**src/rtl/bus_rr_arbit_if.sv**
```systemverilog
// Request/grant bundle between four bus masters and the round-robin arbiter.
// The master side drives requests; the slave side (arbiter) returns registered grant status.
interface bus_rr_arbit_if;
    logic [3:0] m_req;
    logic [3:0] m_grant;
    logic [1:0] grant_id;
    logic       bus_busy;
    logic [3:0] burst_cnt;

    modport master (
        output m_req,
        input  m_grant,
        input  grant_id,
        input  bus_busy,
        input  burst_cnt
    );

    modport slave (
        input  m_req,
        output m_grant,
        output grant_id,
        output bus_busy,
        output burst_cnt
    );
endinterface

```
**src/rtl/bus_rr_arbit.sv**
```systemverilog
// Four-master round-robin bus arbiter with a per-tenure burst quota; grant is registered, one edge after request.
// No backpressure: a requester simply holds m_req until granted; owners are never pre-empted before release.
module bus_rr_arbit #(
    parameter int MAX_BURST = 8
) (
    input  logic              clk,
    input  logic              reset,
    bus_rr_arbit_if.slave     bus
);

    typedef enum logic {
        ST_IDLE  = 1'b0,
        ST_GRANT = 1'b1
    } state_t;

    localparam logic [3:0] LP_LAST_CNT = 4'(MAX_BURST - 1);

    state_t     r_state;
    logic [1:0] r_last_id;
    logic [3:0] r_grant;
    logic [1:0] r_grant_id;
    logic       r_busy;
    logic [3:0] r_burst;

    state_t     w_state_nxt;
    logic [1:0] w_last_id_nxt;
    logic [3:0] w_grant_nxt;
    logic [1:0] w_grant_id_nxt;
    logic       w_busy_nxt;
    logic [3:0] w_burst_nxt;
    logic [1:0] w_pick_id;
    logic       w_any_req;
    logic       w_release;

    // Highest priority is base+1, lowest is base itself; scanning backwards lets the best match win.
    function automatic logic [1:0] rr_pick(input logic [3:0] req, input logic [1:0] base);
        logic [1:0] id;
        logic [1:0] idx;
        id = base;
        for (int k = 4; k >= 1; k--) begin
            idx = base + 2'(k);
            if (req[idx]) id = idx;
        end
        return id;
    endfunction

    // The owner always equals r_last_id while granted, so one search covers both idle and handover.
    assign w_pick_id = rr_pick(bus.m_req, r_last_id);
    assign w_any_req = |bus.m_req;
    assign w_release = !bus.m_req[r_last_id] || (r_burst == LP_LAST_CNT);

    always_comb begin
        w_state_nxt    = r_state;
        w_last_id_nxt  = r_last_id;
        w_grant_nxt    = r_grant;
        w_grant_id_nxt = r_grant_id;
        w_busy_nxt     = r_busy;
        w_burst_nxt    = r_burst;
        case (r_state)
            ST_IDLE: begin
                if (w_any_req) begin
                    w_state_nxt    = ST_GRANT;
                    w_last_id_nxt  = w_pick_id;
                    w_grant_nxt    = 4'b0001 << w_pick_id;
                    w_grant_id_nxt = w_pick_id;
                    w_busy_nxt     = 1'b1;
                    w_burst_nxt    = 4'd0;
                end
            end
            ST_GRANT: begin
                if (!w_release) begin
                    w_burst_nxt = r_burst + 4'd1;
                end else if (w_any_req) begin
                    w_last_id_nxt  = w_pick_id;
                    w_grant_nxt    = 4'b0001 << w_pick_id;
                    w_grant_id_nxt = w_pick_id;
                    w_burst_nxt    = 4'd0;
                end else begin
                    w_state_nxt = ST_IDLE;
                    w_grant_nxt = 4'b0000;
                    w_busy_nxt  = 1'b0;
                    w_burst_nxt = 4'd0;
                end
            end
            default: begin
                w_state_nxt = ST_IDLE;
                w_grant_nxt = 4'b0000;
                w_busy_nxt  = 1'b0;
                w_burst_nxt = 4'd0;
            end
        endcase
    end

    // last_id resets to 3 so master 0 wins the first arbitration.
    always_ff @(posedge clk) begin
        if (reset) begin
            r_state    <= ST_IDLE;
            r_last_id  <= 2'd3;
            r_grant    <= 4'b0000;
            r_grant_id <= 2'd0;
            r_busy     <= 1'b0;
            r_burst    <= 4'd0;
        end else begin
            r_state    <= w_state_nxt;
            r_last_id  <= w_last_id_nxt;
            r_grant    <= w_grant_nxt;
            r_grant_id <= w_grant_id_nxt;
            r_busy     <= w_busy_nxt;
            r_burst    <= w_burst_nxt;
        end
    end

    assign bus.m_grant   = r_grant;
    assign bus.grant_id  = r_grant_id;
    assign bus.bus_busy  = r_busy;
    assign bus.burst_cnt = r_burst;

endmodule

```
**src/flat_wrapper.sv**
```systemverilog
// flat-port wrapper written by rule: the top's interface ports become plain ports
module bus_rr_arbit_flat 
#(
    parameter int MAX_BURST = 8
)
  (clk, reset, bus_m_req, bus_m_grant, bus_grant_id, bus_bus_busy, bus_burst_cnt);
  bus_rr_arbit_if bus_i ();
  input  logic clk;
  input  logic reset;
  input wire logic [$bits(bus_i.m_req)-1:0] bus_m_req;
  output wire logic [$bits(bus_i.m_grant)-1:0] bus_m_grant;
  output wire logic [$bits(bus_i.grant_id)-1:0] bus_grant_id;
  output wire logic [$bits(bus_i.bus_busy)-1:0] bus_bus_busy;
  output wire logic [$bits(bus_i.burst_cnt)-1:0] bus_burst_cnt;
  assign bus_i.m_req = bus_m_req;
  assign bus_m_grant = bus_i.m_grant;
  assign bus_grant_id = bus_i.grant_id;
  assign bus_bus_busy = bus_i.bus_busy;
  assign bus_burst_cnt = bus_i.burst_cnt;
  bus_rr_arbit #(.MAX_BURST(MAX_BURST)) u_core (.clk(clk), .reset(reset), .bus(bus_i));
endmodule
```
**config.mk**
```make
export PLATFORM = sky130hd
export DESIGN_NAME = bus_rr_arbit_flat
export DESIGN_NICKNAME = d
export VERILOG_FILES = /design/src/rtl/bus_rr_arbit_if.sv /design/src/rtl/bus_rr_arbit.sv /design/src/flat_wrapper.sv
export SDC_FILE = /design/constraint.sdc
export NUM_CORES = 1
export LEC_CHECK = 0
export ABC_AREA = 1
export CAP_MARGIN = 20
export CORE_ASPECT_RATIO = 1.1
export CORE_UTILIZATION = 48
export DETAILED_ROUTE_END_ITERATION = 10
export PLACE_DENSITY = 0.76
export SLEW_MARGIN = 20
export SYNTH_ARGS = -nofsm -noshare
export SYNTH_HDL_FRONTEND = slang
export SYNTH_SLANG_ARGS = --single-unit
export TNS_END_PERCENT = 20
```
**constraint.sdc**
```tcl
create_clock -name clk -period 1.6 [get_ports clk]
set_input_delay 0.4 -clock clk [delete_from_list [all_inputs] [get_ports clk]]
set_output_delay 0.4 -clock clk [all_outputs]
set_load 0.02 [all_outputs]
```
### After elaboration in Yosys (flattened, before gate mapping)

Cells that the tools add are included.

* input bits: 6
* output and inout port bits: 11
* register bits after elaboration: 14
* word-level logic and storage cells: 56

* equality and inequality tests: 4
* bitwise gates (word level): 1
* multiplexer cells: 31
* $add $sub $neg: 4
* reduce and logical (&&, ||, !) cells: 5
* magnitude comparators: 4
* shift operators: 1

Operators by type and width (count)
* 2-to-1 mux 4 bit: 5
* case mux 4 bit (2 select lines): 2
* 2-to-1 mux 2 bit: 7
* < comparator 2 x 3 -> 1 bit, second input constant: 4
* 2-to-1 mux 1 bit: 9
* binary-select mux 1 bit (select 2 bit): 4
* case mux 2 bit (2 select lines): 2
* adder 2 bit, second input constant: 2
* adder 4 x 1 -> 4 bit, second input constant: 1
* equality test 4 x 3 -> 1 bit, second input constant: 1
* != test 2 bit, second input constant: 2
* case mux 1 bit (2 select lines): 2
* OR reduction 4 bit: 1
* left shift 1 x 2 -> 4 bit, first input constant: 1
* AND reduction 3 bit: 1
* adder 2 x 1 -> 2 bit, second input constant: 1
* != test 2 x 1 -> 1 bit, second input constant: 1
* AND reduction 2 bit: 1
* logical NOT 1 bit: 1
* logical OR 1 bit: 1
* inverter 1 bit: 1

### Logic depth before layout (Yosys ltp)

Gate-level depths: netlist of the first run.

* depth in word-level cells: 10
* depth in mapped cells: 12
* gate-level depth less buffers: 11

### Worst setup path after synthesis of the first run

OpenSTA, ideal clock, no wires.

* kind: register to register
* start point: register u_core.r_burst[0] (netlist: u_core.bus.burst_cnt[0])
* end point: register u_core.r_grant[1] (netlist: u_core.bus.m_grant[1])
* required time: 1531 ps
* period minus slack after synthesis: 1378 ps
* cell stages (with the launch flop): 10
* setup slack: 222 ps
* library setup time: 69 ps
* arrival: 1309 ps
* path buffers: 0
* cells stage by stage: dfxtp_1 ha_1 nand2_1 nor2_1 nor2_1 nand3_2 nand2_2 inv_2 nand3_2 o21ai_1

* longest elaborated chain between the ends: 4

Ends and longest elaborated chain
* from (decl): line bus_rr_arbit.sv:23 `logic [3:0] r_burst;`
* from (signal assigned): line bus_rr_arbit.sv:109 `r_burst <= w_burst_nxt;`
* equality test 4 x 3 -> 1 bit: line bus_rr_arbit.sv:50 `assign w_release = !bus.m_req[r_last_id] || (r_burst == LP_LAST_CNT);`
* logical OR 1 bit: line bus_rr_arbit.sv:50
* != test 2 bit (no line)
* AND reduction 2 bit (no line)
* to (signal assigned): line bus_rr_arbit.sv:106 `r_grant <= w_grant_nxt;`
* to (decl): line bus_rr_arbit.sv:20 `logic [3:0] r_grant;`

No other way between the ends.
A chain may end at the register's enable or synchronous reset.

### Worst setup path in the final report of the first run

* start point: input port bus_m_req[3]
* end point: register u_core.r_grant[3] (netlist: u_core.bus.m_grant[3])

* longest elaborated chain between the ends: 9
* elaborated cells between the ends (all ways): 22
* classes of those cells: eq/ne: 2; shift: 1; mux: 15; reduce/logical: 4

Ends and longest elaborated chain
* from (decl): line flat_wrapper.sv:10 `input wire logic [$bits(bus_i.m_req)-1:0] bus_m_req;`
* binary-select mux 1 bit (select 2 bit): line bus_rr_arbit.sv:42 `if (req[idx]) id = idx;`
* 2-to-1 mux 1 bit (not written as such): line bus_rr_arbit.sv:42
* 2-to-1 mux 2 bit (3 in a row): line bus_rr_arbit.sv:42
* left shift 1 x 2 -> 4 bit: line bus_rr_arbit.sv:64, bus_rr_arbit.sv:75
* 2-to-1 mux 4 bit: line bus_rr_arbit.sv:73 `end else if (w_any_req) begin`
* 2-to-1 mux 4 bit: line bus_rr_arbit.sv:71 `if (!w_release) begin`
* case mux 4 bit (2 select lines): line bus_rr_arbit.sv:59 `case (r_state)`

Several ways; a longest one is shown, not always the timed one. The select of a mux whose other input is x is not followed.

==> run_results.csv, run 1 <==
group,metric,value,unit
pwr,seqPwrFrac,29.9,%
drt,num_vias,793,
critical_path,endpoint,"u_core.bus.m_grant[3]$_SDFFE_PP0P_",
logic_synthesis,synth.top_cells.by_area,"dfxtp_1, nand2_1, nand2_2, inv_1, a21oi_1",
final_layout,area_growth,32.0,%
pwr,vdd_drop_max,0.000998,V
critical_path,arrival,1.67,ns
pwr,pwr-share-comb,56.8,%
global_routing,grt_pass1_wl,2.70,mm
timing,tightestPinTransition,0.229,ns
logic_synthesis,synth_fp_nets,123,
drt,drt_iter0_markers,8,
clock_tree,clock_path_buffers,2,
timing,finClkSkew,0.00239,ns
logic_synthesis,synth-async-reset-ratio,0,%
clock_tree,cts_max_level,1,
timing,drv_slew,0,
clock_tree,cts_root_buf,"clkbuf_4",
pwr,clkPwrFrac,13.4,%
logic_synthesis,synth_top_area_share,35.5,%
floorplanning,die_w,40.7,um
global_routing,grt_max_degree,9,
logic_synthesis,avgSynthCellArea,6.81,um^2
global_routing,first_global_vias,694,
min_path,min_path_type,"flip-flop to flip-flop",
placement,place_ws,-0.186,ns
drt,drt-wirelength-per-cell,10.6,um
pwr,p_int,1020,uW
critical_path,critPathLaunch,"bus_m_req[3]",
critical_path,worstPathMaxFanout,3,
pwr,totalPowerFinal,1940,uW
critical_path,worstSetupPathType,"primary input to flip-flop",
global_routing,grt_antenna_before_repair,0,
drt,totalWireLength,1.68,mm
critical_path,crit_required,1.82,ns
timing,slew_headroom,84.7,%
pwr,swShare,47.4,%
timing,finalHoldViolCount,0,
clock_tree,postCtsSetupRepairBufs,0,
final_layout,antenna_cells,0,
flow_run,maxCapViolations,0,
floorplanning,die_h,44.5,um
critical_path,crit_path_start_kind,"primary input",
drt,drc,0,
final_layout,drive_gt1_share,24.8,%
critical_path,endpoint_kind,"flip-flop",
placement,gp_congestion,0.799,
placement,dp_hpwl,1.33,mm
pwr,switchingPower,918,uW
final_layout,final_nets,149,
critical_path,r2r_start,"u_core.bus.burst_cnt[0]$_SDFFE_PP0P_",
clock_tree,clk_latency,0.29,ns
floorplanning,core,1560,um^2
pwr,p_per_area,1860,nW/um^2
logic_synthesis,netlist_instances,116,
logic_synthesis,yosys_warnings,0,
timing,min_period,1.44,ns
final_layout,mostFrequentLayoutCells,"nand2_1, dfxtp_1, nand2_2",
final_layout,final_common_cell,"nand2_1",
logic_synthesis,synth_flop_cell,"dfxtp_1",
timing,rsz0062_at_grt,"no",
placement,io_buffers,16,
critical_path,reg2reg_slack,0.21,ns
logic_synthesis,yosys.area.top_type,"dfxtp_1",
drt,drt-vias-per-instance,5.02,
timing,fin_ws,0.157,ns
drt,antenna_left,0,
logic_synthesis,synth-edff-count,0,
timing,setup_viol,0,
logic_synthesis,ys_types,22,
critical_path,reg2reg_to,"u_core.r_last_id[0]$_SDFFE_PP1P_",
clock_tree,cts_tree,"built",
logic_synthesis,ys_seq_area_share,35.5,%
floorplanning,die-area,1810,um^2
timing,post-route-period-util,90.2,%
clock_tree,cts_buffers,3,
floorplanning,io_pins,17,
logic_synthesis,mappedNetlistArea,790,um^2
logic_synthesis,synth-seq-cells,14,
floorplanning,start_util,50.7,%
critical_path,r2r_cells,9,
run_status,status,"completed",
drt,drt_first_pass_iters,4,
clock_tree,clock-sinks,14,
clock_tree,hold_buffers,0,
global_routing,grt_util_all_layers,22.2,%
pwr,cellLeakagePower,0.000577,uW
timing,setup_tns,0,ns
clock_tree,clk_pin_slew,0.08,ns
global_routing,grt_overflow_total,0,
floorplanning,core.rowCount,15,
timing,max_clock_freq,693,MHz
[sequential cells by signal (all words and copies together), names as in the netlist]
register	count
u_core.r_last_id	2
u_core.r_state	1
u_core.bus.grant_id	2
u_core.bus.m_grant	4
u_core.bus.burst_cnt	4
u_core.bus.bus_busy	1
[power groups by stage]
stage | Clock [uW] | Sequential [uW] | Combinational, uW
after global placement | 0 | 588 | 1120
after CTS | 263 | 576 | 1090
final | 259 | 578 | 1100
after detailed placement | 0 | 586 | 1150
after floorplan | 0 | 642 | 747
after global routing | 274 | 598 | 1230
[through the flow]
stage | utilization, % | hold WS [ns] | area [um^2] | std cells
global placement | 64.7 | 0.442 | 1010 | 154
floorplan | - | 0.437 | 790 | 116
global route | 66.9 | 0.483 | 1040 | 158
finish | 66.9 | 0.456 | 1040 | 158
detailed placement | 64.7 | 0.451 | 1010 | 154
CTS | 66.2 | 0.462 | 1030 | 158
[timing repair]
action / CTS / global route
setup endpoints to repair: 11 / 6
gates resized for setup: 11 / 5
pin swaps: 0 / 2
[synth_stat cells, types with 2 or more instances]
cell type,n
a21oi_1,6
dfxtp_1,14
inv_1,12
inv_2,3
nand2_1,41
nand2_2,11
nand3_1,4
nand3_2,3
nand4_1,2
nor2_1,5
o211ai_1,2
o21ai_1,3
[critical path: stages]
cell,delay (ns)
clkdlybuf4s50_1,0.50
inv_2,0.06
nand2_2,0.06
nand3_2,0.08
nand2_1,0.07
inv_1,0.04
nand2_2,0.07
nand2_2,0.05
nand2_2,0.08
nand4_1,0.10
a21oi_1,0.15
[cell type report]
class / instances / area (um^2)
well taps: 17 / 21.3
multi-input cells: 84 / 434
fillers: 141 / 515
clock buffers: 4 / 36.3
flip-flops and latches: 14 / 282
inverters: 16 / 67.6
repair buffers: 23 / 201
[layer usage]
layer / GRT usage, % / wire length, um / up-vias
li1: - / - / 416
met1: 25.5 / 748 / 362
met5: 0 / 0 / -
met4: 10.0 / 36 / 0
met3: 7.54 / 54 / 4
met2: 35.9 / 839 / 11
[worst min-delay path by stage]
stage	startpoint	endpoint	depth (start not counted)
6_report	u_core.bus.m_grant[0]$_SDFFE_PP0P_	u_core.bus.m_grant[0]$_SDFFE_PP0P_	2
5_1_grt	u_core.bus.m_grant[2]$_SDFFE_PP0P_	u_core.bus.m_grant[2]$_SDFFE_PP0P_	2
4_1_cts	u_core.bus.m_grant[2]$_SDFFE_PP0P_	u_core.bus.m_grant[2]$_SDFFE_PP0P_	2
3_5_place_dp	u_core.bus.m_grant[0]$_SDFFE_PP0P_	u_core.bus.m_grant[0]$_SDFFE_PP0P_	2
3_3_place_gp	u_core.bus.m_grant[2]$_SDFFE_PP0P_	u_core.bus.m_grant[2]$_SDFFE_PP0P_	2
2_1_floorplan	u_core.r_state$_SDFF_PP0_	u_core.bus.bus_busy$_SDFFE_PP0P_	1
[cells by family after synthesis]
family / Yosys count / share of synthesized area [%]
compound gates: 15 / 11.3
fa+ha+maj: 1 / 1.58
simple gates: 67 / 40.1
flops: 14 / 35.5
xor+xnor: 1 / 1.11
buf+inv: 18 / 10.5
Power figures use the tool's default switching activity.
==> run 2, diff against run 1 <==
==> constraint.sdc (replaced) <==
create_clock -name clk -period 1.6 [get_ports clk]
set_input_delay 0.4 -clock clk [delete_from_list [all_inputs] [get_ports clk]]
set_output_delay 0.4 -clock clk [all_outputs]
set_load 0.1 [all_outputs]
==> run_results.csv, run 2 (synthesis gave the netlist of run 1 again) <==
group,metric,value,unit
final_layout,final_common_cell,"nand2_1",
timing,finClkSkew,0.00100,ns
clock_tree,cts_tree,"built",
timing,slew_headroom,84.2,%
drt,drt_iter0_markers,15,
pwr,p_per_area,2330,nW/um^2
pwr,switchingPower,1520,uW
clock_tree,hold_buffers,0,
floorplanning,die_h,44.5,um
critical_path,worstSetupPathType,"primary input to flip-flop",
clock_tree,clk_latency,0.29,ns
clock_tree,cts_root_buf,"clkbuf_4",
global_routing,grt_overflow_total,0,
pwr,swShare,55.5,%
global_routing,grt_pass1_wl,3.04,mm
drt,drt-wirelength-per-cell,11.8,um
placement,io_buffers,16,
floorplanning,die-area,1810,um^2
timing,tightestPinTransition,0.236,ns
pwr,p_int,1220,uW
timing,setup_viol,0,
run_status,status,"completed",
critical_path,crit_path_start_kind,"primary input",
timing,post-route-period-util,95.2,%
pwr,pwr-share-comb,70.4,%
drt,drt_first_pass_iters,5,
pwr,cellLeakagePower,0.000587,uW
final_layout,fillers,118,
clock_tree,cts_buffers,3,
timing,hold-worst-slack,0.472,ns
timing,finalHoldViolCount,0,
critical_path,arrival,1.75,ns
placement,gp_congestion,0.843,
flow_run,maxCapViolations,0,
min_path,min_path_type,"flip-flop to flip-flop",
placement,place_ws,-0.176,ns
clock_tree,cts_max_level,1,
final_layout,mostFrequentLayoutCells,"nand2_1, nand2_2, inv_1, buf_12, dfxtp_1",
clock_tree,ctsResizeCount,0,
critical_path,endpoint_kind,"flip-flop",
pwr,vdd_drop_max,0.00103,V
pwr,totalPowerFinal,2730,uW
floorplanning,core.rowCount,15,
final_layout,antenna_cells,0,
final_layout,final_nets,149,
clock_tree,postCtsSetupRepairBufs,0,
drt,drt-vias-per-instance,5.34,
global_routing,grt_antenna_before_repair,0,
final_layout,area_growth,48.7,%
floorplanning,core,1560,um^2
drt,num_vias,844,
clock_tree,clock_path_buffers,2,
timing,min_period,1.52,ns
clock_tree,clk_pin_slew,0.09,ns
floorplanning,start_util,50.7,%
drt,antenna_left,0,
timing,setup_tns,0,ns
drt,totalWireLength,1.86,mm
timing,drv_slew,0,
clock_tree,clock-sinks,14,
pwr,clkPwrFrac,8.0,%
critical_path,worstPathMaxFanout,3,
global_routing,grt_max_degree,9,
timing,fin_ws,0.0762,ns
final_layout,stdcell_area,1170,um^2
floorplanning,io_pins,17,
placement,place_area,1130,um^2
floorplanning,die_w,40.7,um
pwr,seqPwrFrac,21.6,%
global_routing,grt_util_all_layers,24.7,%
final_layout,drive_gt1_share,35.5,%
global_routing,first_global_vias,750,
critical_path,crit_required,1.83,ns
drt,drc,0,
placement,dp_hpwl,1.44,mm
timing,max_clock_freq,656,MHz
run 2: final cells by class:
cell class | count | area (um^2) | area share, %
tap | 17 | 21.3 | 1.81
timing repair buffer | 23 | 325 | 27.7
clock buffer | 3 | 22.5 | 1.92
sequential | 14 | 290 | 24.7
multi-input combinational | 84 | 443 | 37.7
clock inverter | 1 | 3.75 | 0.320
inverter | 16 | 67.6 | 5.76
run 2: power groups by stage:
stage	Sequential [uW]	Clock [uW]	Combinational (uW)
4_1_cts	588	217	1890
2_1_floorplan	1150	0	747
3_3_place_gp	595	0	1840
6_report	591	218	1930
5_1_grt	601	224	2060
3_5_place_dp	596	0	1890
run 2: routing by layer:
metal  GRT usage (%)  vias to the layer above  wire [um]
li1                -                      424          -
met1            29.6                      387        800
met2            41.6                       25        962
met3            3.02                        8         49
met4            12.0                        0         49
met5               0                        -          0
run 2: critical path: stages:
cell and delay, ns:
clkdlybuf4s50_1 0.47, inv_1 0.06, nand2_1 0.10, nand3_2 0.10, nand2_1 0.09, inv_1 0.05
nand2_2 0.07, nand2_2 0.05, nand2_2 0.07, nand4_1 0.12, a21oi_2 0.17
run 2: worst paths after layout:
check / from / endpoint / slack, ns / cells after the start
setup reg to reg: u_core.r_last_id[0]$_SDFFE_PP1P_ / u_core.bus.m_grant[3]$_SDFFE_PP0P_ / 0.15 / 11
setup / recovery: bus_m_req[2] / u_core.bus.m_grant[3]$_SDFFE_PP0P_ / 0.08 / 11
hold / removal: u_core.r_state$_SDFF_PP0_ / u_core.bus.bus_busy$_SDFFE_PP0P_ / 0.47 / 1
hold reg to reg: u_core.r_state$_SDFF_PP0_ / u_core.bus.bus_busy$_SDFFE_PP0P_ / 0.47 / 1
run 2: through the flow:
stage | util (%) | instances
4_1_cts | 74.1 | 158
3_5_place_dp | 72.4 | 154
3_3_place_gp | 72.4 | 154
6_report | 75.3 | 158
2_1_floorplan | - | 116
5_1_grt | 75.3 | 158
==> variant 1, RTL diff (settings of run 2) <==
`MAX_BURST` is set to 8 in 2 places; all go to 4.
--- a/src/rtl/bus_rr_arbit.sv
+++ b/src/rtl/bus_rr_arbit.sv
@@ -1,7 +1,7 @@
 // Four-master round-robin bus arbiter with a per-tenure burst quota; grant is registered, one edge after request.
 // No backpressure: a requester simply holds m_req until granted; owners are never pre-empted before release.
 module bus_rr_arbit #(
-    parameter int MAX_BURST = 8
+    parameter int MAX_BURST = 4
 ) (
     input  logic              clk,
     input  logic              reset,
--- a/src/flat_wrapper.sv
+++ b/src/flat_wrapper.sv
@@ -1,7 +1,7 @@
 // flat-port wrapper written by rule: the top's interface ports become plain ports
 module bus_rr_arbit_flat 
 #(
-    parameter int MAX_BURST = 8
+    parameter int MAX_BURST = 4
 )
   (clk, reset, bus_m_req, bus_m_grant, bus_grant_id, bus_bus_busy, bus_burst_cnt);
   bus_rr_arbit_if bus_i ();
Behaviour: not the same (Yosys sat finds a counterexample within 10 cycles, from zero or initial values and one cycle with reset high).
==> variant 1 against run 2 <==
  * Setup slack gained 75 ps
  * Wire length shrank 2.3%
  * Synthesized area rose by 7.0%
  * Power rose by 7.7%
  * Final area rose by 5.1%
  * Hold slack got worse by 9.2 ps
  * Cell count rose by 5.7%
  * Sequential cell count did not move
  * Critical path type unchanged
  * Largest cell class unchanged
==> variant 1: results (changes against run 2) <==
stage,metric,value,unit,change
timing,worstMarginPinSlew,234,ps,-2.67 ps
route,wl_met1,763,um,-4.6%
clock_network,htree_levels,1,,unchanged
route,met3WireLength,42,um,-14%
finish,drive_above_1_share,34.0,%,-1.5 points
critical_path,critPathMaxFanout,7,,+4
clock_network,numCtsBuffers,3,,unchanged
route,vias,831,,-1.5%
yosys,synth_common_cells,"nand2_1 (33), inv_1 (16), dfxtp_1 (14), nand2_2 (14), nor2_1 (11)",,
yosys,synth.most_common_cell,nand2_1,,
critical_path,crit_arrival,1650,ps,-100 ps
power,ir_drop,1570,uV,+53%
route,wire_per_inst,10.9,um,-7.5%
place,io_buffers,16,,unchanged
place,place.gp.congestion,0.840,,-0.30%
critical_path,cp_top_family,buffers and inverters,,
route,drt-initial-drc-count,11,,-4
finish,fin_nets,158,,+6.0%
power,leakage,0.632,nW,+7.7%
route,first_pass_iters,3,,-2
global_route,track_usage,21.7,%,-3.0 points
timing,fin_worst_skew,6.96,ps,+5.95 ps
place,place_ws,-176,ps,-0.390 ps
critical_path,max_stage_delay,510,ps,+40 ps
global_route,grt_pass1_wl,3120,um,+2.7%
yosys,synth.net_count,131,,+6.5%
global_route,met2_usage,40.6,%,-0.96 points
clock_network,ctsRootBufferMaster,clkbuf_4,,
yosys,async_flop_share,0,%,unchanged
global_route,grt_max_degree,9,,unchanged
global_route,grtUsageMet1,22.9,%,-6.7 points
place,dp_hpwl,1460,um,+1.1%
yosys,synth_seq_area_share,33.2,%,-2.3 points
route,top_layer_used,met4,,
clock_network,ctsLongestPathBuffers,2,,unchanged
outcome,status,"complete, no violations",,
yosys,synth_area_leaders,"dfxtp_1 (33%), nand2_1 (15%), nand2_2 (10%), inv_1 (7.1%), nand3_1 (5.3%)",,
global_route,grtUsageMet3,3.97,%,+0.95 points
route,routed-wl-met2,975,um,+1.4%
yosys,synth_cell_types,21,,-4.5%
clock_network,clkLatencyLatePin,290,ps,about the same
critical_path,slowest_stage,clkdlybuf4s50_1,,
global_route,grt_pass1_vias,774,,+3.2%
finish,nFillCells,124,,+5.1%
-- variant 1: cells by family (layout without fill, tap and decap cells) --
group | after synthesis | after routing | synth area share [%]
adder cells (fa/ha/maj) | 1 | 1 | 1.48
AND/OR/NAND/NOR | 75 | 75 | 44.6
XOR/XNOR | 1 | 1 | 1.04
AO/OA/AOI/OAI | 12 | 12 | 8.30
flip-flops | 14 | 14 | 33.2
buffers and inverters | 21 | 47 | 11.4
-- variant 1: cell type report --
cell class | instances | area share [%]
Timing Repair Buffer | 23 | 27.2
Multi-Input combinational cell | 89 | 38.1
Clock buffer | 4 | 2.94
Tap cell | 17 | 1.72
Sequential cell | 14 | 23.1
Inverter | 20 | 6.90
-- variant 1: path summary, 6_finish.rpt --
kind,from,end,slack [ps],cells past startpoint
hold reg to reg,u_core.r_state$_SDFF_PP0_,u_core.bus.bus_busy$_SDFFE_PP0P_,460,1
setup / recovery,bus_m_req[1],u_core.bus.grant_id[0]$_SDFFE_PP0P_,150,12
setup reg to reg,u_core.bus.burst_cnt[0]$_SDFFE_PP0P_,u_core.bus.grant_id[0]$_SDFFE_PP0P_,240,9
hold / removal,u_core.r_state$_SDFF_PP0_,u_core.bus.bus_busy$_SDFFE_PP0P_,460,1
-- variant 1: power by group --
part	internal, mW	switching [mW]
Sequential	0.468	0.136
Clock	0.139	0.127
Combinational	0.749	1.33
-- variant 1: repair_timing --
| item | in CTS | in global routing |
|---|---|---|
| setup buffers | 0 | 0 |
| setup endpoints to repair | 0 | 1 |
| resized for setup | 0 | 1 |
-- variant 1: stage by stage --
stage,cell area (um^2),hold WS (ps),instances,power [mW]
2_1_floorplan,850,428,124,2.05
3_3_place_gp,1190,444,163,2.65
3_5_place_dp,1190,454,163,2.69
4_1_cts,1230,467,167,2.96
5_1_grt,1230,501,167,3.13
6_report,1230,463,167,2.95
==> variant 2, RTL diff (settings of run 2) <==
Made on the original files. Reset style: asynchronous (`reset`), changed in one clocked block.
--- a/src/rtl/bus_rr_arbit.sv
+++ b/src/rtl/bus_rr_arbit.sv
@@ -92,7 +92,7 @@
     end
 
     // last_id resets to 3 so master 0 wins the first arbitration.
-    always_ff @(posedge clk) begin
+    always_ff @(posedge clk or posedge reset) begin
         if (reset) begin
             r_state    <= ST_IDLE;
             r_last_id  <= 2'd3;
Check against the original RTL: differs if reset is asserted again (counterexample within 4 cycles, from zero or initial values and one cycle with reset high); with reset held inactive, the same outputs for 10 cycles.
==> variant 2 against run 2 <==
  * Global-route usage down 2.0 points
  * Cell count down 1.9%
  * Wire length up 7.5%
  * Hold slack worse by 40 ps
  * Synthesized area up 6.0%
  * Final area up 6.9%
  * Setup slack worse by 29 ps
  * Count of clock-buffer cells in the layout up 1
  * Sequential cell count unchanged
  * Synthesized cell count down 3.4%
  * Critical path type is now reg2reg
Power is left out: the tool's default activity adds up to more than one toggle a clock period on the data nets, which glitch-free logic cannot reach.
==> variant 2: results (changes against run 2) <==
stage,metric,value,unit,change
place,dpl_cell_area,1160,um^2,+3.2%
global_route,grt_max_degree,15,,+6
critical_path,slowest_stage,dfrtp_4,,
critical_path,setup.worst_path.start,u_core.bus.burst_cnt[0]$_DFFE_PP0P_,,
yosys,synth-adder-area-share,2.69,%,+1.1 points
yosys,async_flop_share,100,%,+100 points
yosys,synth_ff_type,dfrtp_1,,
critical_path,critPathMaxFanout,6,,+3
clock_network,clkLatencyLatePin,300,ps,
clock_network,htree_levels,1,,unchanged
route,wl_met1,810,um,+1.3%
route,drt-initial-drc-count,27,,+12
route,met3WireLength,94,um,+92%
yosys,synth_common_cells,"nand2_1 (49), dfrtp_1 (12), nand2_2 (10), inv_1 (9), nand3_1 (5)",,
timing,fin_worst_skew,10.5,ps,+9.45 ps
yosys,synth.net_count,119,,-3.3%
global_route,met2_usage,44.4,%,+2.8 points
place,place.gp.congestion,0.851,,+0.94%
yosys,synth_compound_area_share,3.59,%,-7.7 points
place,post-place-cells,147,,-4.5%
critical_path,worstReg2RegEnd,u_core.bus.grant_id[1]$_DFFE_PP0P_,,
timing,worstMarginPinSlew,318,ps,+81.8 ps
yosys,synth_cells,112,,-3.4%
critical_path,rr_worst_depth,9,,-2
timing,setup_ws,47.5,ps,-28.7 ps
place,place_ws,-181,ps,-5.17 ps
yosys,synth_seq_area_share,42.2,%,+6.7 points
critical_path,end_kind,flip-flop,,
finish,drive_above_1_share,36.2,%,+0.77 points
route,drt_wl_total,2000,um,+7.5%
outcome,status,"complete, no violations",,
place,dp_hpwl,1330,um,-8.1%
worst_hold_path,hold_path.class,in2async,,
global_route,grt_antenna_before_repair,0,,unchanged
route,post_drt_via_cell_ratio,5.23,,-2.1%
global_route,grtUsageMet3,7.14,%,+4.1 points
yosys,synth_cell_types,21,,-4.5%
yosys,synth_area_leaders,"dfrtp_1 (36%), nand2_1 (22%), nand2_2 (7.5%), dfstp_2 (6.3%), inv_1 (4.0%)",,
route,wire_per_inst,12.9,um,+9.6%
clock_network,clk_pin_slew,90,ps,about the same
global_route,grt_pass1_vias,768,,+2.4%
clock_network,numCtsBuffers,3,,unchanged
finish,antenna_cells,0,,unchanged
global_route,grt_pass1_wl,3150,um,+3.6%
global_route,grtUsageMet1,23.0,%,-6.6 points
yosys,synthMuxAreaShare,0,%,unchanged
finish,syn_to_final_growth,49.9,%,
global_route,track_usage,22.7,%,-2.0 points
critical_path,max_stage_delay,530,ps,+60 ps
route,first_pass_iters,4,,-1
finish,nFillCells,96,,-19%
critical_path,cp_top_family,simple AND/OR/NAND/NOR gates,,
route,routed-wl-met2,1070,um,+11%
critical_path,crit_arrival,1730,ps,-20 ps
yosys,synth_xor_area_share,2.09,%,+0.98 points
[variant 2: cell count changes in the layout (fill, tap and decap cells not counted), moves of 3 or more]
| cell | before | now |
|---|---|---|
| a21oi_1 | 5 | 0 |
| dfrtp_1 | 0 | 8 |
| dfxtp_1 | 10 | 0 |
| inv_2 | 4 | 1 |
| nand2_1 | 40 | 48 |
| nand3_2 | 5 | 2 |
| o21ai_0 | 1 | 4 |
[variant 2: logic make-up (layout without fill, tap and decap cells)]
group | after synthesis | after routing
flip-flops | 14 | 14
AND/OR/NAND/NOR | 75 | 75
adder cells (fa/ha/maj) | 2 | 2
XOR/XNOR | 2 | 2
AO/OA/AOI/OAI | 6 | 6
buffers and inverters | 13 | 39
[variant 2: what timing repair did]
action	in CTS	in global routing
setup buffers	0	4
hold buffers	0	0
resized for setup	0	4
endpoints found under the setup margin	0	8
[variant 2: layout make-up]
class                   count  area [um^2]  area share [%]
clock buffers               4         36.3            2.89
repair buffers             23          333            26.5
inverters                  12         55.1            4.39
flip-flops and latches     14          363            28.9
multi-input cells          85          447            35.6
well taps                  17         21.3            1.69
[variant 2: worst min-delay path by stage]
stage	startpoint	end	slack, ps	depth (start not counted)
floorplan	reset	u_core.bus.bus_busy$_DFFE_PP0P_	290	1
global placement	u_core.bus.grant_id[0]$_DFFE_PP0P_	u_core.bus.grant_id[0]$_DFFE_PP0P_	530	2
detailed placement	u_core.bus.grant_id[0]$_DFFE_PP0P_	u_core.bus.grant_id[0]$_DFFE_PP0P_	530	2
CTS	reset	u_core.bus.m_grant[3]$_DFFE_PP0P_	450	3
global route	reset	u_core.bus.m_grant[3]$_DFFE_PP0P_	480	3
finish	reset	u_core.bus.bus_busy$_DFFE_PP0P_	430	3
[variant 2: worst min-delay path, delay by kind of cell]
kind,cells,cell delay (ps)
buffers and inverters,3,700
